===== src/rtl/btc_dec_buf_sched_pkg.sv =====
// Shared bank-state encodings and defaults for the BTC decoder buffer scheduler.
package btc_dec_buf_sched_pkg;

    typedef enum logic {
        IB_FREE = 1'b0,
        IB_FULL = 1'b1
    } ibank_state_e;

    typedef enum logic [1:0] {
        OB_FREE    = 2'd0,
        OB_WRITING = 2'd1,
        OB_FULL    = 2'd2
    } obank_state_e;

    localparam int IB_SW     = 1;
    localparam int OB_SW     = 2;
    localparam int TAG_W_DEF = 16;

endpackage


===== src/rtl/btc_dec_buf_sched_bank_ring.sv =====
// Bank ring: per-bank state array, head/tail pointers and occupancy counter.
// Head may rewrite its bank without advancing; tail always advances when it writes.
module btc_bank_ring #(
    parameter int NUM = 2,
    parameter int SW  = 1
) (
    input  logic                    iclk,
    input  logic                    ireset_n,
    input  logic                    iclkena,
    input  logic                    i_hd_we,
    input  logic                    i_hd_adv,
    input  logic [SW-1:0]           i_hd_val,
    input  logic                    i_tl_adv,
    input  logic [SW-1:0]           i_tl_val,
    output logic [$clog2(NUM)-1:0]  o_hd_ptr,
    output logic [$clog2(NUM)-1:0]  o_tl_ptr,
    output logic [SW-1:0]           o_hd_state,
    output logic [SW-1:0]           o_tl_state,
    output logic [$clog2(NUM):0]    o_cnt
);

    localparam int PW = $clog2(NUM);

    logic [SW-1:0] r_state [NUM];
    logic [PW-1:0] r_hd;
    logic [PW-1:0] r_tl;
    logic [PW:0]   r_cnt;

    function automatic logic [PW-1:0] nxt(input logic [PW-1:0] p);
        return (p == PW'(NUM - 1)) ? '0 : p + 1'b1;
    endfunction

    always_ff @(posedge iclk or negedge ireset_n) begin
        if (!ireset_n) begin
            for (int i = 0; i < NUM; i++) r_state[i] <= '0;
            r_hd  <= '0;
            r_tl  <= '0;
            r_cnt <= '0;
        end else if (iclkena) begin
            // Head and tail writes never target the same bank in the same cycle:
            // each requires a different current state of that bank.
            if (i_hd_we)  r_state[r_hd] <= i_hd_val;
            if (i_tl_adv) r_state[r_tl] <= i_tl_val;
            if (i_hd_adv) r_hd <= nxt(r_hd);
            if (i_tl_adv) r_tl <= nxt(r_tl);
            case ({i_hd_adv, i_tl_adv})
                2'b10:   r_cnt <= r_cnt + 1'b1;
                2'b01:   r_cnt <= r_cnt - 1'b1;
                default: r_cnt <= r_cnt;
            endcase
        end
    end

    assign o_hd_ptr   = r_hd;
    assign o_tl_ptr   = r_tl;
    assign o_hd_state = r_state[r_hd];
    assign o_tl_state = r_state[r_tl];
    assign o_cnt      = r_cnt;

endmodule


===== src/rtl/btc_dec_buf_sched.sv =====
// Ping-pong bank scheduler between sample writer, decoder controller and output reader.
// Input ring: head = writer, tail = decoder. Output ring: head = decoder, tail = reader.
module btc_dec_buf_sched
    import btc_dec_buf_sched_pkg::*;
#(
    parameter int pIBANK_NUM = 2,
    parameter int pOBANK_NUM = 2,
    parameter int pTAG_W     = TAG_W_DEF
) (
    input  logic                          iclk,
    input  logic                          ireset_n,
    input  logic                          iclkena,
    output logic                          owr_rdy,
    output logic [$clog2(pIBANK_NUM)-1:0] owr_bank,
    input  logic                          iwr_done,
    input  logic [pTAG_W-1:0]             iwr_tag,
    output logic                          orbuf_full,
    output logic [$clog2(pIBANK_NUM)-1:0] odec_ibank,
    output logic [$clog2(pOBANK_NUM)-1:0] odec_obank,
    output logic [pTAG_W-1:0]             odec_tag,
    output logic                          owbuf_empty,
    input  logic                          irbuf_rempty,
    output logic                          ord_val,
    output logic [$clog2(pOBANK_NUM)-1:0] ord_bank,
    output logic [pTAG_W-1:0]             ord_tag,
    input  logic                          ird_done,
    output logic                          oerr,
    output logic [$clog2(pIBANK_NUM):0]   oicnt
);

    localparam int IPW = $clog2(pIBANK_NUM);
    localparam int OPW = $clog2(pOBANK_NUM);

    logic [IPW-1:0]   w_wr_ptr;
    logic [IPW-1:0]   w_idec_ptr;
    logic [OPW-1:0]   w_odec_ptr;
    logic [OPW-1:0]   w_rd_ptr;
    logic [IB_SW-1:0] w_ib_hd_state;
    logic [IB_SW-1:0] w_ib_tl_state;
    logic [OB_SW-1:0] w_ob_hd_state;
    logic [OB_SW-1:0] w_ob_tl_state;
    logic [IPW:0]     w_icnt;
    logic [OPW:0]     w_ocnt;

    logic w_wr_rdy;
    logic w_rbuf_full;
    logic w_rd_val;
    logic w_wr_acc;
    logic w_dec_acc;
    logic w_rd_acc;
    logic w_claim;
    logic w_ob_hd_we;
    logic [OB_SW-1:0] w_ob_hd_val;

    logic [pTAG_W-1:0] r_itag [pIBANK_NUM];
    logic [pTAG_W-1:0] r_otag [pOBANK_NUM];
    logic              r_err;

    assign w_wr_rdy    = (w_ib_hd_state == IB_FREE);
    assign w_rbuf_full = (w_ib_tl_state == IB_FULL) && (w_ob_hd_state == OB_WRITING);
    assign w_rd_val    = (w_ob_tl_state == OB_FULL);

    assign w_wr_acc  = iwr_done && w_wr_rdy;
    assign w_dec_acc = irbuf_rempty && w_rbuf_full;
    assign w_rd_acc  = ird_done && w_rd_val;

    // Reserve the output bank one cycle after its input block becomes FULL, so the
    // decoder only ever sees irbuf_full with a destination already owned.
    assign w_claim     = (w_ib_tl_state == IB_FULL) && (w_ob_hd_state == OB_FREE)
                         && (w_ocnt < (OPW+1)'(pOBANK_NUM));
    assign w_ob_hd_we  = w_claim || w_dec_acc;
    assign w_ob_hd_val = w_dec_acc ? OB_FULL : OB_WRITING;

    btc_bank_ring #(
        .NUM (pIBANK_NUM),
        .SW  (IB_SW)
    ) u_iring (
        .iclk       (iclk),
        .ireset_n   (ireset_n),
        .iclkena    (iclkena),
        .i_hd_we    (w_wr_acc),
        .i_hd_adv   (w_wr_acc),
        .i_hd_val   (IB_FULL),
        .i_tl_adv   (w_dec_acc),
        .i_tl_val   (IB_FREE),
        .o_hd_ptr   (w_wr_ptr),
        .o_tl_ptr   (w_idec_ptr),
        .o_hd_state (w_ib_hd_state),
        .o_tl_state (w_ib_tl_state),
        .o_cnt      (w_icnt)
    );

    btc_bank_ring #(
        .NUM (pOBANK_NUM),
        .SW  (OB_SW)
    ) u_oring (
        .iclk       (iclk),
        .ireset_n   (ireset_n),
        .iclkena    (iclkena),
        .i_hd_we    (w_ob_hd_we),
        .i_hd_adv   (w_dec_acc),
        .i_hd_val   (w_ob_hd_val),
        .i_tl_adv   (w_rd_acc),
        .i_tl_val   (OB_FREE),
        .o_hd_ptr   (w_odec_ptr),
        .o_tl_ptr   (w_rd_ptr),
        .o_hd_state (w_ob_hd_state),
        .o_tl_state (w_ob_tl_state),
        .o_cnt      (w_ocnt)
    );

    always_ff @(posedge iclk or negedge ireset_n) begin
        if (!ireset_n) begin
            for (int i = 0; i < pIBANK_NUM; i++) r_itag[i] <= '0;
            for (int i = 0; i < pOBANK_NUM; i++) r_otag[i] <= '0;
            r_err <= 1'b0;
        end else if (iclkena) begin
            if (w_wr_acc)  r_itag[w_wr_ptr]   <= iwr_tag;
            if (w_dec_acc) r_otag[w_odec_ptr] <= r_itag[w_idec_ptr];
            if ((iwr_done && !w_wr_rdy) || (irbuf_rempty && !w_rbuf_full)
                || (ird_done && !w_rd_val))
                r_err <= 1'b1;
        end
    end

    assign owr_rdy     = w_wr_rdy;
    assign owr_bank    = w_wr_ptr;
    assign orbuf_full  = w_rbuf_full;
    assign odec_ibank  = w_idec_ptr;
    assign odec_obank  = w_odec_ptr;
    assign odec_tag    = r_itag[w_idec_ptr];
    assign owbuf_empty = (w_ob_hd_state == OB_WRITING);
    assign ord_val     = w_rd_val;
    assign ord_bank    = w_rd_ptr;
    assign ord_tag     = r_otag[w_rd_ptr];
    assign oerr        = r_err;
    assign oicnt       = w_icnt;

endmodule


===== config.mk =====
export PLATFORM = sky130hd
export DESIGN_NAME = btc_dec_buf_sched
export DESIGN_NICKNAME = d
export VERILOG_FILES = /design/src/rtl/btc_dec_buf_sched_pkg.sv /design/src/rtl/btc_dec_buf_sched_bank_ring.sv /design/src/rtl/btc_dec_buf_sched.sv
export SDC_FILE = /design/constraint.sdc
export NUM_CORES = 1
export LEC_CHECK = 0
export BUFFER_PORTS_ARGS = -buffer_cell sky130_fd_sc_hd__buf_2
export CORE_MARGIN = 2
export CORE_UTILIZATION = 45
export DETAILED_ROUTE_END_ITERATION = 10
export PLACE_DENSITY_LB_ADDON = 0.15
export SYNTH_ARGS = -nofsm -noshare
export SYNTH_HDL_FRONTEND = slang
export SYNTH_SLANG_ARGS = --single-unit

===== constraint.sdc =====
create_clock -name iclk -period 1.83 [get_ports iclk]
set_input_delay 0.183 -clock iclk [delete_from_list [all_inputs] [get_ports iclk]]
set_output_delay 0.183 -clock iclk [all_outputs]
set_load 0.005 [all_outputs]

; After elaboration in Yosys (flattened, before gate mapping)
; Cells that the tools add are included.
[word_totals]
regBits = 79
in_bits = 22
output_inout_bits = 43
wordCells = 121
[classes]
add_sub_neg = 8
magnitude_cmp = 9
eq_ne = 6
n_mux = 46
bitwise_logic = 10
n_reduce_logical = 27
[op_table]
columns = op, count
row1 = $mux 16, 8
row2 = $bwmux 32, 2
row3 = $demux 16 s1, 2
row4 = $mux 2, 12
row5 = $logic_and 1x1->1, 13
row6 = $mux 1, 12
row7 = $mux 4, 3
row8 = $reduce_and 2->1, 6
row9 = $ge 2x2->1 const B, 4
row10 = $lt 2x1->1 const B, 4
row11 = $not 1->2, 4
row12 = $pmux 2 s2, 2
row13 = $eq 2x1->1 const B, 3
row14 = $eq 2x2->1 const B, 3
row15 = $add 1x1->1 const B, 4
row16 = $add 2x1->2 const B, 2
row17 = $and 4x4->4, 1
row18 = $bwmux 4, 1
row19 = $demux 2 s1, 2
row20 = $not 4->4, 1
row21 = $reduce_bool 2->1, 2
row22 = $sub 2x1->2 const B, 2
row23 = $logic_or 1x1->1, 3
row24 = $and 2x2->2, 1
row25 = 7 further kinds, 9

; Logic depth before layout (Yosys ltp)
; Gate-level depths: netlist of the first run.
[depth]
depth_word = 13
ltp_mapped = 9
depth_no_buf = 8

; Modules after synthesis
; From an unflattened synthesis of the first run, not the netlist that was laid out.
[hier_totals]
hier_cells = 267
hier_area_um2 = 3802.4
[by_module_without_submodules]
columns = mod, instances, cells_each, area_each_um2, seq_area_each_um2
row1 = btc_dec_buf_sched, 1, 194, 3027.9, 1626.6
row2 = btc_bank_ring (u_oring), 1, 40, 442.9, 200.2
row3 = btc_bank_ring (u_iring), 1, 33, 331.6, 150.1

; Worst setup path before layout of the first run
; OpenSTA, ideal clock, no wires.
[synth_timing]
path_kind = reg2reg
from = register u_oring.r_hd, in the netlist u_oring.o_hd_ptr
to = register u_iring.r_cnt[1], in the netlist u_iring.o_cnt[1]
setup_time_ns = 0.079
arrival_time_ns = 2.028
required_ns = 1.751
setup_slack_ns = -0.278
stages_incl_launch_ff = 10
path_buffers = 1
period_less_slack_ns = 2.108
path_cell_list = dfrtp_1 -> buf_2 -> nor2b_1 -> a21o_1 -> nor2b_1 -> and2_1 -> ha_1 -> or2b_1 -> nor2_1 -> xor2_1
[synth_between]
elab_chain_cells = 10
word_cells_on_any_way = 12
classes_between = 3 x eq/ne / 4 x mux / 1 x bitwise / 4 x reduce/logical
[synth_lines]
columns = item, line_no
row1 = "start, declared", btc_dec_buf_sched_bank_ring.sv:25  ; logic [PW-1:0] r_hd;
row2 = "start signal, assigned", btc_dec_buf_sched_bank_ring.sv:44  ; if (i_hd_adv) r_hd <= nxt(r_hd);
row3 = $not 1->2 (implied by the code) *, btc_dec_buf_sched_bank_ring.sv:56  ; assign o_hd_state = r_state[r_hd];
row4 = $mux 2 (implied by the code) * (3 in a row), btc_dec_buf_sched_bank_ring.sv:56
row5 = $eq 2x1->1 *, btc_dec_buf_sched.sv:60  ; assign w_rbuf_full = (w_ib_tl_state == IB_FULL) && (w_ob_hd_state == OB_WRITING);
row6 = $logic_and 1x1->1 *, btc_dec_buf_sched.sv:60
row7 = net orbuf_full, btc_dec_buf_sched.sv:17  ; output logic orbuf_full,
row8 = $logic_and 1x1->1 *, btc_dec_buf_sched.sv:64  ; assign w_dec_acc = irbuf_rempty && w_rbuf_full;
row9 = $eq 2x2->1 / $eq 2x1->1 (equally long branches), btc_dec_buf_sched_bank_ring.sv:46  ; case ({i_hd_adv, i_tl_adv})
row10 = $reduce_bool 2->1 (no line), -
row11 = $reduce_and 2->1 (no line), -
row12 = "end signal, assigned", btc_dec_buf_sched_bank_ring.sv:47  ; 2'b10: r_cnt <= r_cnt + 1'b1;
row13 = "end signal, assigned", btc_dec_buf_sched_bank_ring.sv:48  ; 2'b01: r_cnt <= r_cnt - 1'b1;
row14 = "end signal, assigned", btc_dec_buf_sched_bank_ring.sv:49  ; default: r_cnt <= r_cnt;
row15 = "end, declared", btc_dec_buf_sched_bank_ring.sv:27  ; logic [PW:0] r_cnt;
; The timed path passes the listed nets; every way through them passes the cells marked *. The select of a mux whose other input is x is not followed.
; A chain may end at the register's enable or synchronous reset.

; Worst setup path in the final report of the first run
[layout_timing]
from = register u_oring.r_hd, in the netlist u_oring.o_hd_ptr
to = register u_oring.r_cnt[0], in the netlist u_oring.o_cnt[0]
[layout_between]
elab_chain_cells = 10
word_cells_on_any_way = 12
classes_between = 3 x eq/ne / 4 x mux / 1 x bitwise / 4 x reduce/logical
[layout_lines]
columns = item, line_no
row1 = $not 1->2 (implied by the code) *, btc_dec_buf_sched_bank_ring.sv:56
row2 = $mux 2 (implied by the code) * (3 in a row), btc_dec_buf_sched_bank_ring.sv:56
row3 = $eq 2x1->1 *, btc_dec_buf_sched.sv:60
row4 = $logic_and 1x1->1 *, btc_dec_buf_sched.sv:60
row5 = $logic_and 1x1->1 *, btc_dec_buf_sched.sv:64
row6 = $eq 2x2->1 / $eq 2x1->1 (equally long branches), btc_dec_buf_sched_bank_ring.sv:46
row7 = $reduce_bool 2->1 (no line), -
row8 = $reduce_and 2->1 (no line), -
row9 = "end signal, assigned", btc_dec_buf_sched_bank_ring.sv:47
row10 = "end signal, assigned", btc_dec_buf_sched_bank_ring.sv:48
row11 = "end signal, assigned", btc_dec_buf_sched_bank_ring.sv:49
row12 = "end, declared", btc_dec_buf_sched_bank_ring.sv:27
; Mark *: on every way between the ends. The rest lies on a longest branch, timed or not. The select of a mux whose other input is x is not followed.

==> impl_metrics.csv, run 1 <==
group,metric,value,unit
sta,tightestPinTransition,0.4266,ns
die,rows,32,
clock_network,clkTransAtPathRegs,0.09,ns
sta,setup_slack,-0.06526,ns
worst_setup_path,reg2reg_slack,-0.07,ns
synthesis,synthMuxAreaShare,31.22,%
synthesis,synth_simple_gate_area_share,5.732,%
synthesis,syn_area,0.003623,sq mm
global_routing,first_global_vias,2443,
worst_setup_path,cp.arrival,2.14,ns
detailed_routing,first_pass_iters,4,
worst_setup_path,worstPathRequired,2.08,ns
die,die_h,93.74,microns
power,power_per_cell_area,1787,mW/mm^2
sta,rsz0062_at_grt,"yes",
finish,antenna_cells,0,
synthesis,synth.most_common_cell,"mux2_2",
placement,dp_hpwl,5103,microns
synthesis,synth.net_count,275,
power,leakage,2.267,nW
synthesis,synth_fa_ha_area_share,0.6906,%
synthesis,yosysWarningCount,0,
finish,stdcell_count,458,
synthesis,synth_top_family_by_area,"multiplexers",
die,start_util,46.65,%
clock_network,clock_latency,0.36,ns
synthesis,synth_edf_count,0,
global_routing,antenna_found_initial,0,
power,total_power,0.008390,W
clock_network,clock-root-buffer,"clkbuf_8",
synthesis,synth_area_leaders,"dfrtp_1 (55%), mux2_2 (27%), mux2_4 (3.3%)",
synthesis,synth-seq-area-share,54.56,%
sta,fin_crit,1.895,ns
outcome,status,"finished with violations",
outcome,violations,"setup timing",
finish,drive_gt1_share,63.76,%
synthesis,synth-xor-area-share,1.692,%
detailed_routing,routed_wl,7579,microns
synthesis,synth_compound_area_share,4.075,%
finish,syn_to_final_growth,29.56,%
synthesis,synth_top_cell_by_area,"dfrtp_1",
placement,place.gp.congestion,0.7761,
finish,fin_area,0.004695,sq mm
sta,hold_violations,0,
global_routing,grt_max_degree,35,
finish,nets,376,
die,core,0.007767,sq mm
sta,slew_viol_final,0,
power,ir_worst_vdd,0.7463,mV
global_routing,gr-total-overflow,0,
worst_setup_path,cp-start-kind,"flop",
synthesis,syn_avg_cell_area,14.44,sq um
clock_network,numCtsBuffers,9,
worst_hold_path,worstHoldPathType,"in -> reg",
clock_network,cts.path.max_buffers,2,
die,die_area,0.008786,sq mm
sta,slew_headroom,71.56,%
worst_setup_path,cp_max_fo,7,
die,die_w,93.74,microns
sta,final-setup-viol-count,3,
sta,skew,0.01228,ns
placement,placed_area,0.004340,sq mm
sta,max_freq,527.6,MHz
global_routing,grt_use_total,18.81,%
synthesis,synth_cell_types,42,
synthesis,synth-seq-cells,79,
detailed_routing,ant_nets,0,
clock_network,cts.sinks,79,
worst_setup_path,worst_setup_path_end_kind,"flop",
clock_network,cts_tree,"built",
synthesis,synthTopCellsByCount,"mux2_2 (87), dfrtp_1 (79), nand2_1 (9), mux2_4 (8)",
detailed_routing,drt_iter0_drc,66,
detailed_routing,wl_per_cell,16.55,microns
synthesis,synth_top_flop_cell,"dfrtp_1",
worst_setup_path,critPathKind,"reg -> reg",
run,maxCapViolations,0,
placement,io_buffers,64,
synthesis,async_flop_share,100.0,%
sta,fin_crit_sh,103.6,%
global_routing,grt_pass1_wl,12500,microns
detailed_routing,vias,2335,
synthesis,synth_cells,251,
clock_network,htree_levels,3,
die,io_pins,65,
detailed_routing,drcViolationCount,0,
placement,dp_cells,431,
detailed_routing,viasPerCell,5.098,
synthesis,yosysTopAreaCellShare,54.56,%
[cells in the final DEF (no fill, tap or decap), types with 3 or more instances in the layout]
master and n:
nor2b_4 3, buf_12 7, dfrtp_1 78, mux2_2 87, buf_4 25, xnor2_1 5
buf_6 3, clkbuf_8 9, nand2_1 9, mux2_4 9, buf_2 63, inv_1 3
[through the flow]
step	setup WS, ns	TNS (ns)	utilization, %	hold WS [ns]
after floorplan	-0.04449	-0.4125	-	-0.1126
after detailed placement	-0.08596	-0.1345	55.88	0.1569
after CTS	-0.02840	-0.06714	59.76	0.05827
after global placement	-0.06491	-0.06491	55.88	0.1561
after global routing	-0.1236	-1.800	60.44	0.05695
final	-0.06526	-0.1010	60.44	0.06360
[routing by layer]
layer | up-vias | GRT usage [%] | share of wire [%]
li1 | 1098 | - | -
met1 | 1182 | 25.45 | 46
met4 | 0 | 7.246 | 1.0
met3 | 8 | 3.933 | 4.9
met2 | 47 | 29.82 | 48
met5 | - | 0 | 0
[flip-flops by register name (all words and copies together) (netlist names), 2 cells and up]
signal,count
u_oring.r_state,4
r_otag,32
u_oring.o_cnt,2
r_itag,32
u_iring.r_state,2
u_iring.o_cnt,2
[critical path, stage by stage (launching register included)]
cell and delay [ns]:
dfrtp_1 0.39, buf_6 0.16, nor2b_4 0.19, o21bai_4 0.08
nor2b_4 0.13, nand2_1 0.07, ha_1 0.27, or2b_1 0.25
buf_4 0.15, xnor2_1 0.11
[logic make-up after synthesis]
group,after synthesis
buffers and inverters,15
adders and majority gates,2
DFF,79
muxes,98
AOI/OAI and AO/OA,17
xor gates and xnor gates,7
and+or+nand+nor,33
[worst paths after layout]
check / from / to / depth (start not counted)
max: u_oring.o_hd_ptr / u_oring.o_cnt[0] / 9
max reg2reg: u_oring.o_hd_ptr / u_oring.o_cnt[0] / 9
min in group asynchronous: ireset_n / u_oring.o_cnt[0] / 2
min reg2reg: u_iring.o_cnt[1] / u_iring.o_cnt[1] / 1
max in group asynchronous: ireset_n / r_itag[15] / 3
min: iwr_tag[12] / r_itag[12] / 2
[report_power, final]
group          switching (W)  internal (W)  total (W)  leakage, nW
registers           0.000469       0.00255    0.00302        0.967
logic                0.00157       0.00239    0.00397         1.20
clock network       0.000644      0.000764    0.00141        0.103
[area by class of cell]
cell class,instances,area (sq um)
Sequential cell,79,1978
Clock inverter,5,81.33
Fill cell,626,3073
Tap cell,102,127.6
Timing Repair Buffer,101,716.9
Inverter,4,15.01
Clock buffer,10,127.6
Multi-Input combinational cell,157,1648
[timing repair]
action	4_1_cts	5_1_grt
pin swaps	6	5
hold buffers	1	0
buffers inserted	8	3
cloned	0	0
hold endpoints to repair	30	0
resized for setup	4	9
setup endpoints to repair	30	57
Note: power is estimated with default switching activity, not from simulation.
==> inputs of run 2 (changes only) <==
==> constraint.sdc (replaced) <==
create_clock -name iclk -period 2 [get_ports iclk]
set_input_delay 0.2 -clock iclk [delete_from_list [all_inputs] [get_ports iclk]]
set_output_delay 0.2 -clock iclk [all_outputs]
set_load 0.005 [all_outputs]
==> run 2 against run 1 <==
Effect of this change:
- clock-buffer cell count is the same
- the flow now finishes without violations
- critical path type unchanged
- cell count shrank 2.0%
- register-to-register slack gained 0.18 ns
- largest power group unchanged
- critical path depth shrank 2
- sequential power shrank 8.9%
==> impl_metrics.csv, run 2 (synthesis gave the netlist of run 1 again) <==
group,metric,value,unit
clock_network,numCtsBuffers,9,
placement,dp_cells,429,
die,die_area,0.008786,sq mm
power,switchingPower,0.002357,W
finish,ff_latch_area,0.001978,sq mm
power,leakage,2.189,nW
die,die_h,93.74,microns
finish,multi_input_area,0.001608,sq mm
power,clockPowerShare,19.8,%
placement,dp_hpwl,4982,microns
detailed_routing,ant_nets,0,
outcome,status,"completed",
worst_hold_path,worstHoldPathType,"in -> reg",
clock_network,clkTransAtPathRegs,0.09,ns
run,maxCapViolations,0,
global_routing,gr-total-overflow,0,
worst_setup_path,cp.arrival,2.11,ns
worst_setup_path,worst_setup_path_end_kind,"flop",
detailed_routing,drt_iter0_drc,62,
die,rows,32,
global_routing,grt_use_total,17.56,%
power,p_comb_share,43.3,%
worst_setup_path,crit_start,"u_iring.o_tl_ptr",
global_routing,grt_pass1_wl,11670,microns
sta,hold_violations,0,
placement,io_buffers,64,
global_routing,grt_max_degree,44,
finish,stdcell_count,449,
sta,final-setup-viol-count,0,
worst_setup_path,slowest_delay,0.39,ns
sta,fin_crit,1.882,ns
clock_network,clock-root-buffer,"clkbuf_8",
placement,placed_area,0.004212,sq mm
worst_setup_path,worstPathRequired,2.23,ns
detailed_routing,first_pass_iters,4,
worst_setup_path,worstPathCellList,"mux2i_1 -> buf_4 -> a2111oi_4 -> buf_4 -> nand4_4 -> buf_6 -> mux2_4",
finish,nets,366,
clock_network,cts.sinks,79,
power,pwr-share-seq,36.9,%
power,ir_worst_vdd,0.6733,mV
die,io_pins,65,
sta,max_freq,531.3,MHz
power,swShare,31.61,%
clock_network,clock_latency,0.34,ns
power,power_per_cell_area,1643,mW/mm^2
worst_setup_path,critPathKind,"reg -> reg",
clock_network,cts.path.max_buffers,2,
detailed_routing,routed.top_layer,"met4",
detailed_routing,met2_wirelength,3437,microns
sta,fin_crit_sh,94.11,%
finish,fin_area,0.004538,sq mm
worst_setup_path,r2r_start,"u_iring.o_tl_ptr",
clock_network,htree_levels,3,
die,start_util,46.65,%
finish,layout_commonest_cell,"mux2_2",
detailed_routing,routed_wl,7264,microns
die,core,0.007767,sq mm
global_routing,first_global_vias,2305,
worst_setup_path,path_common_cell,"buf_4",
finish,antenna_cells,0,
worst_hold_path,worstHoldStart,"iwr_tag[5]",
detailed_routing,wl_per_cell,16.18,microns
die,die_w,93.74,microns
detailed_routing,drcViolationCount,0,
finish,reg_top3,"r_itag x32, r_otag x32, u_oring.r_state x4",
sta,slew_viol_final,0,
finish,drive_gt1_share,61.96,%
finish,fill_cells,658,
detailed_routing,vias,2278,
detailed_routing,wl_met1,3346,microns
clock_network,cts_tree,"built",
power,p_int,0.005100,W
finish,syn_to_final_growth,25.24,%
detailed_routing,viasPerCell,5.073,
worst_setup_path,cp_max_fo,12,
global_routing,antenna_found_initial,0,
worst_setup_path,worst_path_max_delay_cell,"dfrtp_1",
finish,layout_common_cells,"mux2_2 (87), dfrtp_1 (78), buf_2 (63)",
detailed_routing,wl_met3,381,microns
worst_setup_path,cp-start-kind,"flop",
sta,skew,0.008656,ns
sta,tightestPinTransition,0.5030,ns
sta,slew_headroom,66.46,%
placement,place.gp.congestion,0.7986,
## run 2: area by class of cell
class	instances	share of cell area [%]
clock buffers	10	3.033
clock inverters	6	2.537
inverters	4	0.3309
multi-input cells	157	35.43
flip-flops and latches	79	43.59
well taps	102	2.812
repair buffers	91	12.27
## run 2: stage by stage
| stage | util, % | setup TNS, ns | hold WS [ns] | total power, W | setup WS, ns |
|---|---|---|---|---|---|
| 3_3_place_gp | 54.22 | 0 | 0.2034 | 0.005866 | 0.04751 |
| 4_1_cts | 57.62 | 0 | 0.07869 | 0.007458 | 0.01932 |
| 3_5_place_dp | 54.22 | 0 | 0.2034 | 0.005943 | 0.007767 |
| 5_1_grt | 58.42 | -0.002305 | 0.07216 | 0.007985 | -0.002305 |
| 2_1_floorplan | - | 0 | -0.09559 | 0.004707 | 0.01443 |
| 6_report | 58.42 | 0 | 0.09671 | 0.007457 | 0.1178 |
## run 2: final timing paths
kind                       slack [ns]  cells past startpoint          endpoint
max                              0.12                      7         r_otag[5]
min                               0.1                      2        r_itag[21]
max reg2reg                      0.12                      7         r_otag[5]
min reg2reg                      0.47                      1  u_iring.o_cnt[1]
max in group asynchronous        1.04                      3         r_otag[9]
min in group asynchronous        0.35                      2  u_oring.o_cnt[1]
## run 2: routing by layer
metal | global-route usage (%) | vias up
met4 | 7.367 | 0
met5 | 0 | -
met2 | 26.85 | 55
met1 | 24.10 | 1136
li1 | - | 1080
met3 | 4.093 | 7
## run 2: worst max-delay path: cells and delay by family (launching register included)
kind	cells	cell delay (ns)
buffers and inverters	3	0.55
multiplexers	2	0.43
flip-flops	1	0.39
AO/OA/AOI/OAI	1	0.28
AND/OR/NAND/NOR	1	0.11
## run 2: timing repair
action,CTS,global route
setup endpoints to repair,1,7
endpoints found under the hold margin,36,0
pin swaps,0,3
hold buffers,1,0
gates resized for setup,1,8
buffers inserted,0,3
## run 2: power by group through the flow
stage	logic [W]	registers (W)	clock network [W]
4_1_cts	0.00320	0.00274	0.00152
2_1_floorplan	0.00205	0.00266	0
3_5_place_dp	0.00318	0.00277	0
3_3_place_gp	0.00313	0.00274	0
5_1_grt	0.00355	0.00284	0.00159
6_report	0.00323	0.00275	0.00148
